File: config.mk
export PLATFORM = sky130hd
export DESIGN_NAME = cv32e41s_div_iter
export DESIGN_NICKNAME = d
export VERILOG_FILES = /design/src/rtl/cv32e41s_pkg.sv /design/src/rtl/cv32e41s_div_iter.sv
export SDC_FILE = /design/constraint.sdc
export NUM_CORES = 1
export LEC_CHECK = 0
export CAP_MARGIN = 20
export CORE_MARGIN = 4
export CORE_UTILIZATION = 55
export CTS_BUF_LIST = sky130_fd_sc_hd__clkbuf_4
export DETAILED_ROUTE_END_ITERATION = 12
export DONT_BUFFER_PORTS = 1
export PLACE_DENSITY = 0.69
export SLEW_MARGIN = 20
export SYNTH_ARGS = -nofsm -noshare
export SYNTH_HDL_FRONTEND = slang
export SYNTH_SLANG_ARGS = --single-unit
File: constraint.sdc
create_clock -name clk -period 6 [get_ports clk]
set_clock_uncertainty 0.1 [all_clocks]
set_input_delay 0.6 -clock clk [delete_from_list [all_inputs] [get_ports clk]]
set_output_delay 0.6 -clock clk [all_outputs]
set_load 0.1 [all_outputs]
File: src/rtl/cv32e41s_pkg.sv
// Shared types and constants for the iterative divider.
// Opcode encoding matches the RV32M decode feeding the EX stage.
package cv32e41s_pkg;

    typedef enum logic [1:0] {
        DIV_DIVU = 2'b00,
        DIV_DIV  = 2'b01,
        DIV_REMU = 2'b10,
        DIV_REM  = 2'b11
    } div_opcode_e;

    typedef enum logic [1:0] {
        IDLE = 2'b00,
        CALC = 2'b01,
        DONE = 2'b10
    } div_state_e;

    localparam logic [31:0] DIV_ZERO_QUOT = 32'hFFFF_FFFF;
    localparam logic [31:0] DIV_OVF_QUOT  = 32'h8000_0000;

    // Final sign fix and special-case override of the unsigned magnitudes.
    function automatic logic [31:0] div_final(
        input div_opcode_e op,
        input logic        sign_a,
        input logic        sign_b,
        input logic        div_zero,
        input logic        div_ovf,
        input logic [31:0] a_raw,
        input logic [31:0] quot,
        input logic [31:0] rem
    );
        logic        is_rem;
        logic [31:0] q_fix;
        logic [31:0] r_fix;
        is_rem = (op == DIV_REM) || (op == DIV_REMU);
        if (div_zero) begin
            q_fix = DIV_ZERO_QUOT;
            r_fix = a_raw;
        end else if (div_ovf) begin
            q_fix = DIV_OVF_QUOT;
            r_fix = 32'd0;
        end else begin
            q_fix = (sign_a != sign_b) ? (~quot + 32'd1) : quot;
            r_fix = sign_a ? (~rem + 32'd1) : rem;
        end
        return is_rem ? r_fix : q_fix;
    endfunction

endpackage

File: src/rtl/cv32e41s_div_iter.sv
// Iterative radix-2 restoring divider for RV32M DIV/DIVU/REM/REMU.
// Accepts one operation in IDLE, iterates 32 cycles in CALC, holds result in DONE.
module cv32e41s_div_iter
    import cv32e41s_pkg::*;
#(
    parameter bit EARLY_OUT_EN = 1'b1
) (
    input  logic        clk,
    input  logic        rst_n,
    input  logic        valid_i,
    output logic        ready_o,
    input  div_opcode_e operator_i,
    input  logic [31:0] op_a_i,
    input  logic [31:0] op_b_i,
    input  logic        kill_i,
    output logic        valid_o,
    input  logic        ready_i,
    output logic [31:0] result_o
);

    div_state_e  state_q,  state_d;
    logic [4:0]  cnt_q,    cnt_d;
    div_opcode_e op_q,     op_d;
    logic        sign_a_q, sign_a_d;
    logic        sign_b_q, sign_b_d;
    logic        zero_q,   zero_d;
    logic        ovf_q,    ovf_d;
    logic [31:0] a_raw_q,  a_raw_d;
    logic [31:0] b_abs_q,  b_abs_d;
    logic [31:0] rem_q,    rem_d;
    logic [31:0] quot_q,   quot_d;
    logic [31:0] result_q, result_d;

    logic        signed_in;
    logic        a_neg_in;
    logic        b_neg_in;
    logic [31:0] a_abs_in;
    logic [31:0] b_abs_in;
    logic        zero_in;
    logic        ovf_in;

    logic [32:0] r_shift;
    logic        r_ge;
    logic [31:0] rem_step;
    logic [31:0] quot_step;

    assign signed_in = (operator_i == DIV_DIV) || (operator_i == DIV_REM);
    assign a_neg_in  = signed_in & op_a_i[31];
    assign b_neg_in  = signed_in & op_b_i[31];
    assign a_abs_in  = a_neg_in ? (~op_a_i + 32'd1) : op_a_i;
    assign b_abs_in  = b_neg_in ? (~op_b_i + 32'd1) : op_b_i;
    assign zero_in   = (op_b_i == 32'd0);
    assign ovf_in    = signed_in && (op_a_i == 32'h8000_0000) && (op_b_i == 32'hFFFF_FFFF);

    // Whenever r_ge holds the difference is below |b|, so 32-bit wrap arithmetic is exact.
    assign r_shift   = {rem_q, quot_q[31]};
    assign r_ge      = (r_shift >= {1'b0, b_abs_q});
    assign rem_step  = r_ge ? (r_shift[31:0] - b_abs_q) : r_shift[31:0];
    assign quot_step = {quot_q[30:0], r_ge};

    always_comb begin
        // NOTE: every variable gets its hold value first so no path can infer a latch.
        state_d  = state_q;
        cnt_d    = cnt_q;
        op_d     = op_q;
        sign_a_d = sign_a_q;
        sign_b_d = sign_b_q;
        zero_d   = zero_q;
        ovf_d    = ovf_q;
        a_raw_d  = a_raw_q;
        b_abs_d  = b_abs_q;
        rem_d    = rem_q;
        quot_d   = quot_q;
        result_d = result_q;

        unique case (state_q)
            IDLE: begin
                if (valid_i && !kill_i) begin
                    op_d     = operator_i;
                    sign_a_d = a_neg_in;
                    sign_b_d = b_neg_in;
                    zero_d   = zero_in;
                    ovf_d    = ovf_in;
                    a_raw_d  = op_a_i;
                    b_abs_d  = b_abs_in;
                    rem_d    = 32'd0;
                    quot_d   = a_abs_in;
                    cnt_d    = 5'd31;
                    if (EARLY_OUT_EN && (zero_in || ovf_in)) begin
                        state_d  = DONE;
                        result_d = div_final(operator_i, a_neg_in, b_neg_in, zero_in, ovf_in,
                                             op_a_i, 32'd0, 32'd0);
                    end else begin
                        state_d = CALC;
                    end
                end
            end
            CALC: begin
                rem_d  = rem_step;
                quot_d = quot_step;
                cnt_d  = cnt_q - 5'd1;
                if (cnt_q == 5'd0) begin
                    state_d  = DONE;
                    result_d = div_final(op_q, sign_a_q, sign_b_q, zero_q, ovf_q,
                                         a_raw_q, quot_step, rem_step);
                end
            end
            DONE: begin
                if (ready_i) begin
                    state_d = IDLE;
                end
            end
            default: state_d = IDLE;
        endcase

        // A flush drops whatever is in flight but leaves the last result visible.
        if (kill_i) begin
            state_d  = IDLE;
            result_d = result_q;
        end
    end

    always_ff @(posedge clk or negedge rst_n) begin
        if (!rst_n) begin
            state_q  <= IDLE;
            cnt_q    <= 5'd0;
            op_q     <= DIV_DIVU;
            sign_a_q <= 1'b0;
            sign_b_q <= 1'b0;
            zero_q   <= 1'b0;
            ovf_q    <= 1'b0;
            a_raw_q  <= 32'd0;
            b_abs_q  <= 32'd0;
            rem_q    <= 32'd0;
            quot_q   <= 32'd0;
            result_q <= 32'd0;
        end else begin
            // NOTE: non-blocking updates so every register samples pre-edge values.
            state_q  <= state_d;
            cnt_q    <= cnt_d;
            op_q     <= op_d;
            sign_a_q <= sign_a_d;
            sign_b_q <= sign_b_d;
            zero_q   <= zero_d;
            ovf_q    <= ovf_d;
            a_raw_q  <= a_raw_d;
            b_abs_q  <= b_abs_d;
            rem_q    <= rem_d;
            quot_q   <= quot_d;
            result_q <= result_d;
        end
    end

    assign ready_o  = (state_q == IDLE);
    assign valid_o  = (state_q == DONE);
    assign result_o = result_q;

endmodule

==> metrics.txt, run 1 <==
Crit Path Category=flip-flop to flip-flop; area grow syn2layout=5.51%; Rows=56; Die Wd=163 µm; depth of the most critical reg-to-reg path=18; Post-synth EDFFs=0; layout cell share with drive strength beyond 1=between 5 and 6%; DRT Wirelength=between 40 and 50 mm; Critical Path Source Type=flip-flop; YS warnings=0; post-synthesis adder-cell area fraction=3.83%; Syn Nets=1820; Mapped Area=13300 µm²; fin. max-slew vios=0; IO Pins=105; DPL Wire Length=~31 mm; Final Cycle Share=slightly above 90%; Die Y=around 160 µm; worst-path fanout max=9; synth top area cells=dfrtp_1 32%, nand2_1 7.3%, o21ai_0 7.2%; Async S/R FF share, synth=100%; Synth Area in XOR/XNOR=8.84%; crit path time final=5.55 ns; Syn Area/Cell=between 7 and 8 µm²; Syn Inst Count=1709; setup bufs post-CTS=0; Starting DRT DRC Count=1587; clock-pin slew on the worst setup and hold paths=0.16 ns; Synth Area in Simple Gates=about 22%; critical path required time=6.40 ns; Slew headroom=a little over a quarter; Final Hold Fails=0; fmax=around 0.18 GHz; largest family of logic cells by synthesized area=compound AO/OA/AOI/OAI gates; TNS Setup=0 ns; multiplexer share of the synthesized area=1.47%; Peak VDD IR=224 µV; DR DRC count=0; Max-Cap Viols=0; worst skew pair latency=0.61 ns; die area=26700 µm²; unrepaired setup endpoints after global routing=false; Nets=1779; Bufs on Longest Clock Path=2; Worst setup EP type=flip-flop; most numerous cell in the Yosys netlist=nand2_1; H-tree levels=4; GP Congestion=1.01; sequential fraction of the synthesis area=between 30% and 40%; total gr overflow=0; CTS sink cnt=172; post-synthesis register bit count=~170; Port Buf Inserts=0; Worst Hold Depth=2; CP arrival=5.95 ns; CTS tree=done; post-synthesis compound-gate area fraction=25.8%; top_reg_cell synth=dfrtp_1; largest net degree at the start of global routing=between 150 and 200; initial antenna violation count=1; routed len/inst=21.4 µm; Initial Utilization=56.2%; via count=between 10000 and 15000; top cells by count, synth=257 x nand2_1, 191 x o21ai_0, 172 x dfrtp_1, 138 x nor2_1, 109 x a21oi_1; first-pass GRT wire length=68.6 mm; post-synth top area share=32.4%; PwrDens=about 450 nW/µm²; Leak=between 5 and 6 nW; core footprint=23600 µm²; area leader, netlist=dfrtp_1; CTS Buf Count=17; total track usage=32.5%; post-route ant nets=0; Final WS setup=0.452 ns; vias in the first global route=12200; worst slew pin tran=roughly 1.1 ns; outcome=completed; Setup violations, final=0; post-synthesis cell type count=101; Hold Crit Class=primary input to flip-flop; CTS Root Cell=clkbuf_4; post-DR vias/cell=between 6 and 7; DRT Pass-1 Iters=5; Setup WS pre-CTS=between 0.5 and 0.6 ns
-- final cells by class --
class	instances	area, µm²
diodes	1	2.50
clock buffers	17	128
clock inverters	14	146
fillers	2271	9610
inverters	64	240
multi-input cells	1367	8320
flip-flops and latches	172	4300
well taps	319	399
repair buffers	46	458
-- report_power, final --
part / internal [W] / switching [W]
clock: 0.000189 / 0.000505
sequential: 0.00139 / 0.000280
combinational: 0.00142 / 0.00250
total: 0.00299 / 0.00328
-- critical path: stages (launching register included) --
cell,delay (ns)
dfrtp_1,0.52
ha_1,0.48
nand2_1,0.14
nor4_1,0.42
a21boi_2,0.33
o211ai_2,0.18
nand2_4,0.16
inv_2,0.05
mux2i_1,0.22
ha_1,0.28
or3b_4,0.43
or4_1,0.46
or4_1,0.45
o22ai_2,0.22
nand3_4,0.15
nor4_2,0.31
mux2i_1,0.23
a21boi_1,0.09
a311oi_1,0.24
-- logic make-up after synthesis --
family,Yosys count
AND/OR/NAND/NOR,634
multiplexers,18
adder cells (fa/ha/maj),40
XOR/XNOR,134
AO/OA/AOI/OAI,541
buffers and inverters,170
flip-flops,172
-- layout by cell type, fill, tap and decap left out, types with 11 or more instances in the layout --
master / Yosys / routed
a31oi_1: 36 / 36
clkbuf_4: 0 / 17
buf_4: 6 / 15
o21ai_1: 15 / 15
nor4_1: 16 / 16
and3_1: 11 / 11
nand2_1: 257 / 256
nor2_1: 138 / 136
nand3_1: 47 / 47
nor3_1: 56 / 56
a22oi_1: 32 / 32
dfrtp_1: 172 / 172
ha_1: 39 / 39
o21ai_0: 191 / 191
o31ai_1: 16 / 16
nand4_1: 21 / 21
xnor2_1: 86 / 85
mux2i_1: 15 / 15
dlygate4sd3_1: 0 / 29
o21a_1: 12 / 12
xor2_1: 48 / 48
a21oi_1: 109 / 109
a21o_1: 13 / 13
or3_1: 17 / 17
o211ai_1: 12 / 12
inv_1: 62 / 62
-- through the flow --
| step | instance area (µm²) | total power (W) | utilization, % | cells | hold WS [ns] |
|---|---|---|---|---|---|
| after floorplan | 13300 | 0.00452 | - | 1709 | 0.204 |
| after global placement | 13400 | 0.00543 | 56.6 | 1937 | 0.215 |
| after detailed placement | 13400 | 0.00548 | 56.6 | 1937 | 0.214 |
| after CTS | 13900 | 0.00622 | 58.9 | 1994 | 0.0000757 |
| after global routing | 14000 | 0.00678 | 59.3 | 2000 | 0.00942 |
| final | 14000 | 0.00628 | 59.3 | 2000 | 0.0222 |
-- metal layers --
layer	global-route usage, %	vias to the layer above	routed length (µm)
li1	-	6060	-
met1	47.1	6219	18700
met2	50.2	571	19300
met3	6.74	78	3830
met4	7.43	0	967
met5	0	-	0
-- sequential cells by signal (all words and copies together) (netlist names) --
register  flops
zero_q        1
op_q          1
a_raw_q      32
rem_q        32
sign_b_q      1
quot_q       32
cnt_q         5
ovf_q         1
sign_a_q      1
result_o     32
state_q       2
b_abs_q      32
-- path summary, 6_finish.rpt --
| path | start | end | slack (ns) |
|---|---|---|---|
| max reg2reg | rem_q[6] | result_o[26] | 0.45 |
| min reg2reg | cnt_q[4] | cnt_q[4] | 0.39 |
| min | op_a_i[14] | a_raw_q[14] | 0.02 |
| min in group asynchronous | rst_n | rem_q[4] | 0.60 |
| max in group asynchronous | rst_n | rem_q[18] | 4.48 |
| max | rem_q[6] | result_o[26] | 0.45 |
-- timing repair --
| item | 4_1_cts | 5_1_grt |
|---|---|---|
| endpoints found under the hold margin | 196 | 4 |
| gates resized for setup | 0 | 0 |
| hold buffers | 26 | 4 |
No activity file was read; power rests on OpenSTA's default activity.
==> run 2, diff against run 1 <==
- HOLD_SLACK_MARGIN: unset -> 0.15
==> metrics.txt, run 2 (synthesis gave the netlist of run 1 again) <==
Rows=56 (unchanged); Crit Path Category=flip-flop to flip-flop; CP arrival=5.96 ns (about the same); layout cell share with drive strength beyond 1=5.31% (-0.10 points); Final Cycle Share=92.5% (about the same); Setup violations, final=0 (unchanged); Max-Cap Viols=0 (unchanged); Slew headroom=26.3% (-0.25 points); Leak=5.95 nW (+2.3%); worst skew pair latency=0.60 ns (about the same); Layout Utilization=60.7% (+1.4 points); largest net degree at the start of global routing=173 (unchanged); Bufs on Longest Clock Path=2 (unchanged); Final Hold Fails=0 (unchanged); DRT Wirelength=43.9 mm (+2.4%); CTS tree=done; area grow syn2layout=8.00%; CTS Root Cell=clkbuf_4; worst slew pin tran=1.10 ns (+0.00369 ns); Die Wd=163 µm (unchanged); vias in the first global route=12500 (+2.3%); initial antenna violation count=1 (unchanged); core footprint=23600 µm² (unchanged); die area=26700 µm² (unchanged); routed len/inst=21.6 µm (+0.77%); post-DR vias/cell=6.50 (+0.60%); Hold Crit Class=primary input to flip-flop; GP Congestion=1.01 (unchanged); Initial Utilization=56.2% (unchanged); DR DRC count=0 (unchanged); first-pass GRT wire length=70.1 mm (+2.2%); most common cell after layout, fill and taps aside=nand2_1; Starting DRT DRC Count=1539 (-3.0%); Port Buf Inserts=0 (unchanged); most frequent cells in the layout=256 x nand2_1, 191 x o21ai_0, 172 x dfrtp_1; Die Y=163 µm (unchanged); fin. max-slew vios=0 (unchanged); Worst setup EP type=flip-flop; CTS Buf Count=17 (unchanged); via count=13200 (+2.3%); clock-pin slew on the worst setup and hold paths=0.17 ns (about the same); total track usage=33.2% (+0.79 points); unrepaired setup endpoints after global routing=false; Nets=1812 (+1.9%); IO Pins=105 (unchanged); crit path time final=5.55 ns (+0.000937 ns); critical path required time=6.41 ns (about the same); fmax=0.180 GHz (about the same); DPL Wire Length=30.6 mm (unchanged); outcome=completed; DRT Pass-1 Iters=6 (+1); Critical Path Source Type=flip-flop; total gr overflow=0 (unchanged); PwrDens=441 nW/µm² (-1.7%); TNS Setup=0 ns (unchanged); post-route ant nets=0 (unchanged); Peak VDD IR=225 µV (+0.49%); worst-path fanout max=6 (-3); CTS sink cnt=172 (unchanged); H-tree levels=4 (unchanged)
-- run 2: changes by cell type in the layout (fill, tap and decap cells not counted), sizes merged --
cell and change:
dlygate4sd3 +33
-- run 2: cell type report --
| type | instances | area [µm²] |
|---|---|---|
| Sequential cell | 172 | 4300 |
| Fill cell | 2235 | 9280 |
| Tap cell | 319 | 399 |
| Multi-Input combinational cell | 1367 | 8320 |
| Inverter | 64 | 240 |
| Clock buffer | 17 | 128 |
| Antenna cell | 1 | 2.50 |
| Clock inverter | 14 | 146 |
| Timing Repair Buffer | 79 | 788 |
-- run 2: metal layers --
| metal | global-route usage, % | up-vias | routed length (µm) |
|---|---|---|---|
| met5 | 0 | - | 0 |
| met4 | 7.55 | 0 | 1020 |
| met3 | 6.99 | 79 | 4050 |
| met2 | 52.0 | 632 | 19800 |
| met1 | 47.7 | 6376 | 19000 |
| li1 | - | 6133 | - |
-- run 2: timing repair --
action | 4_1_cts | 5_1_grt
hold buffers | 62 | 1
setup buffers | 0 | 0
gates resized for setup | 0 | 0
hold endpoints to repair | 278 | 1
-- run 2: through the flow --
stage / setup WS, ns / area [µm²] / hold WS (ns) / std cells / power [W]
global route: 0.116 / 14300 / 0.153 / 2033 / 0.00681
CTS: 0.453 / 14300 / 0.157 / 2030 / 0.00625
detailed placement: 0.549 / 13400 / 0.214 / 1937 / 0.00548
floorplan: 0.564 / 13300 / 0.204 / 1709 / 0.00452
finish: 0.451 / 14300 / 0.184 / 2033 / 0.00631
global placement: 0.675 / 13400 / 0.215 / 1937 / 0.00543
-- run 2: worst paths after layout --
kind | startpoint | end | cells after the start | slack (ns)
worst max-delay path | rem_q[5] | result_o[26] | 17 | 0.45
worst min-delay path | op_b_i[5] | b_abs_q[5] | 2 | 0.18
worst max register to register | rem_q[5] | result_o[26] | 17 | 0.45
worst min register to register | cnt_q[4] | cnt_q[4] | 1 | 0.39
max in group asynchronous | rst_n | ovf_q | 2 | 4.52
min in group asynchronous | rst_n | rem_q[4] | 2 | 0.62
-- run 2: power by group --
group / internal (W) / switching, W / total [W]
clock network: 0.000189 / 0.000507 / 0.000696
logic: 0.00143 / 0.00252 / 0.00395
registers: 0.00139 / 0.000280 / 0.00167
-- run 2: worst max-delay path: stages (launching register included) --
cell      delay [ns]
dfrtp_1         0.46
ha_1            0.40
a21oi_2         0.30
o21ai_1         0.19
a211o_1         0.37
o211ai_2        0.27
nand2_4         0.12
o21ai_0         0.35
ha_1            0.33
or3b_4          0.43
or4_1           0.46
or4_1           0.45
o22ai_2         0.22
nand3_4         0.15
nor4_2          0.31
mux2i_1         0.23
a21boi_1        0.08
a311oi_1        0.24
==> run 3, diff against run 2 <==
- SKIP_CTS_REPAIR_TIMING: unset -> 1
- SKIP_LAST_GASP: unset -> 1
==> metrics.txt, run 3 (synthesis gave the netlist of run 1 again) <==
outcome=finished with violations; failing checks=design-rule violations; CTS sink cnt=172 (unchanged); DR DRC count=2 (+2); Hold Crit Class=primary input to flip-flop; layout cell share with drive strength beyond 1=5.27% (-0.046 points); largest net degree at the start of global routing=173 (unchanged); DPL Wire Length=30.6 mm (unchanged); Final Cycle Share=93.1% (+0.64 points); fmax=0.179 GHz (-0.69%); clock share of power=11.0% (about the same); P_sw=0.00330 W (about the same); GP Congestion=1.01 (unchanged); clock-pin slew on the worst setup and hold paths=0.18 ns (about the same); Int Power=0.00300 W (-0.11%); PwrDens=442 nW/µm² (+0.27%); Crit Path Category=flip-flop to flip-flop; Bufs on Longest Clock Path=2 (unchanged); Nets=1808 (-0.22%); Final WS setup=0.413 ns (-0.0385 ns); CTS Buf Count=17 (unchanged); IO Pins=105 (unchanged); Logic pwr share=62.6% (about the same); Setup WS pre-CTS=0.549 ns (unchanged); Worst setup EP type=flip-flop; initial antenna violation count=2 (+1); DRT Pass-1 Iters=10 (+4); Rows=56 (unchanged); post-DR vias/cell=6.47 (-0.46%); routed len/inst=21.5 µm (-0.27%); unrepaired setup endpoints after global routing=false; DRT Wirelength=43.7 mm (-0.37%); Starting DRT DRC Count=1688 (+9.7%); Max-Cap Viols=0 (unchanged); fin. max-slew vios=0 (unchanged); Initial Utilization=56.2% (unchanged); Sequential Power Share=26.4% (about the same); Setup violations, final=0 (unchanged); Critical Path Source Type=flip-flop; CTS Root Cell=clkbuf_4; crit path time final=5.59 ns (+0.0385 ns); Sw Ratio=52.4% (about the same); TNS Setup=0 ns (unchanged); Port Buf Inserts=0 (unchanged); total gr overflow=0 (unchanged); Die Y=163 µm (unchanged); core footprint=23600 µm² (unchanged); most frequent cells in the layout=256 x nand2_1, 191 x o21ai_0, 172 x dfrtp_1; Slew headroom=26.1% (-0.19 points); critical path required time=6.41 ns (about the same); worst slew pin tran=1.10 ns (+0.00279 ns); Peak VDD IR=225 µV (about the same); Die Wd=163 µm (unchanged); most common cell after layout, fill and taps aside=nand2_1; worst reg-to-reg setup slack=0.41 ns (-0.04 ns); total track usage=32.1% (-1.2 points); worst skew pair latency=0.61 ns (about the same); CP arrival=6.00 ns (+0.04 ns); die area=26700 µm² (unchanged); CTS tree=done; via count=13100 (-0.56%); first-pass GRT wire length=67.9 mm (-3.1%); Leak=5.92 nW (-0.44%); Final Hold Fails=0 (unchanged); vias in the first global route=12100 (-2.9%); H-tree levels=4 (unchanged); area grow syn2layout=7.60%; worst-path fanout max=6 (unchanged); post-route ant nets=0 (unchanged)
run 3: per-stage QoR:
step	power, W	cells	hold slack (ns)	area, µm²	util [%]
5_1_grt	0.00680	2030	0.152	14300	60.5
6_report	0.00631	2031	0.143	14300	60.5
3_3_place_gp	0.00543	1937	0.215	13400	56.6
4_1_cts	0.00618	1968	-0.467	13600	57.8
3_5_place_dp	0.00548	1937	0.214	13400	56.6
2_1_floorplan	0.00452	1709	0.204	13300	-
run 3: cell type report:
type	instances	area [µm²]
fill	2231	9340
multi-input combinational	1367	8320
sequential	172	4300
timing repair buffer	75	731
tap	319	399
inverter	64	240
clock inverter	14	146
clock buffer	17	128
antenna	3	7.51
run 3: final timing paths:
kind | start | endpoint | cells past startpoint
max | rem_q[5] | result_o[26] | 17
min | op_b_i[16] | b_abs_q[16] | 2
max reg2reg | rem_q[5] | result_o[26] | 17
min reg2reg | cnt_q[4] | cnt_q[4] | 1
max in group asynchronous | rst_n | b_abs_q[29] | 2
min in group asynchronous | rst_n | b_abs_q[7] | 2
run 3: layer usage:
metal  global-route usage [%]  up-vias  share of wire (%)
met5                        0        -                  0
met3                     6.94       98                9.7
met4                     7.82        0                2.6
met1                     46.5     6290                 43
met2                     49.1      632                 45
li1                         -     6126                  -
run 3: power by group through the flow:
stage | Sequential [W] | Clock, W | Combinational, W
2_1_floorplan | 0.00159 | 0 | 0.00293
3_3_place_gp | 0.00167 | 0 | 0.00376
3_5_place_dp | 0.00168 | 0 | 0.00380
4_1_cts | 0.00166 | 0.000704 | 0.00382
5_1_grt | 0.00170 | 0.000752 | 0.00435
6_report | 0.00167 | 0.000693 | 0.00395
run 3: worst max-delay path, cell delays in order, from the launching register on:
cell and delay, ns:
dfrtp_1 0.46, ha_1 0.40, a21oi_2 0.29, o21ai_1 0.19
a211o_1 0.37, o211ai_2 0.27, nand2_4 0.12, o21ai_0 0.37
ha_1 0.34, or3b_4 0.43, or4_1 0.46, or4_1 0.45
o22ai_2 0.22, nand3_4 0.15, nor4_2 0.31, mux2i_1 0.23
a21boi_1 0.08, a311oi_1 0.24
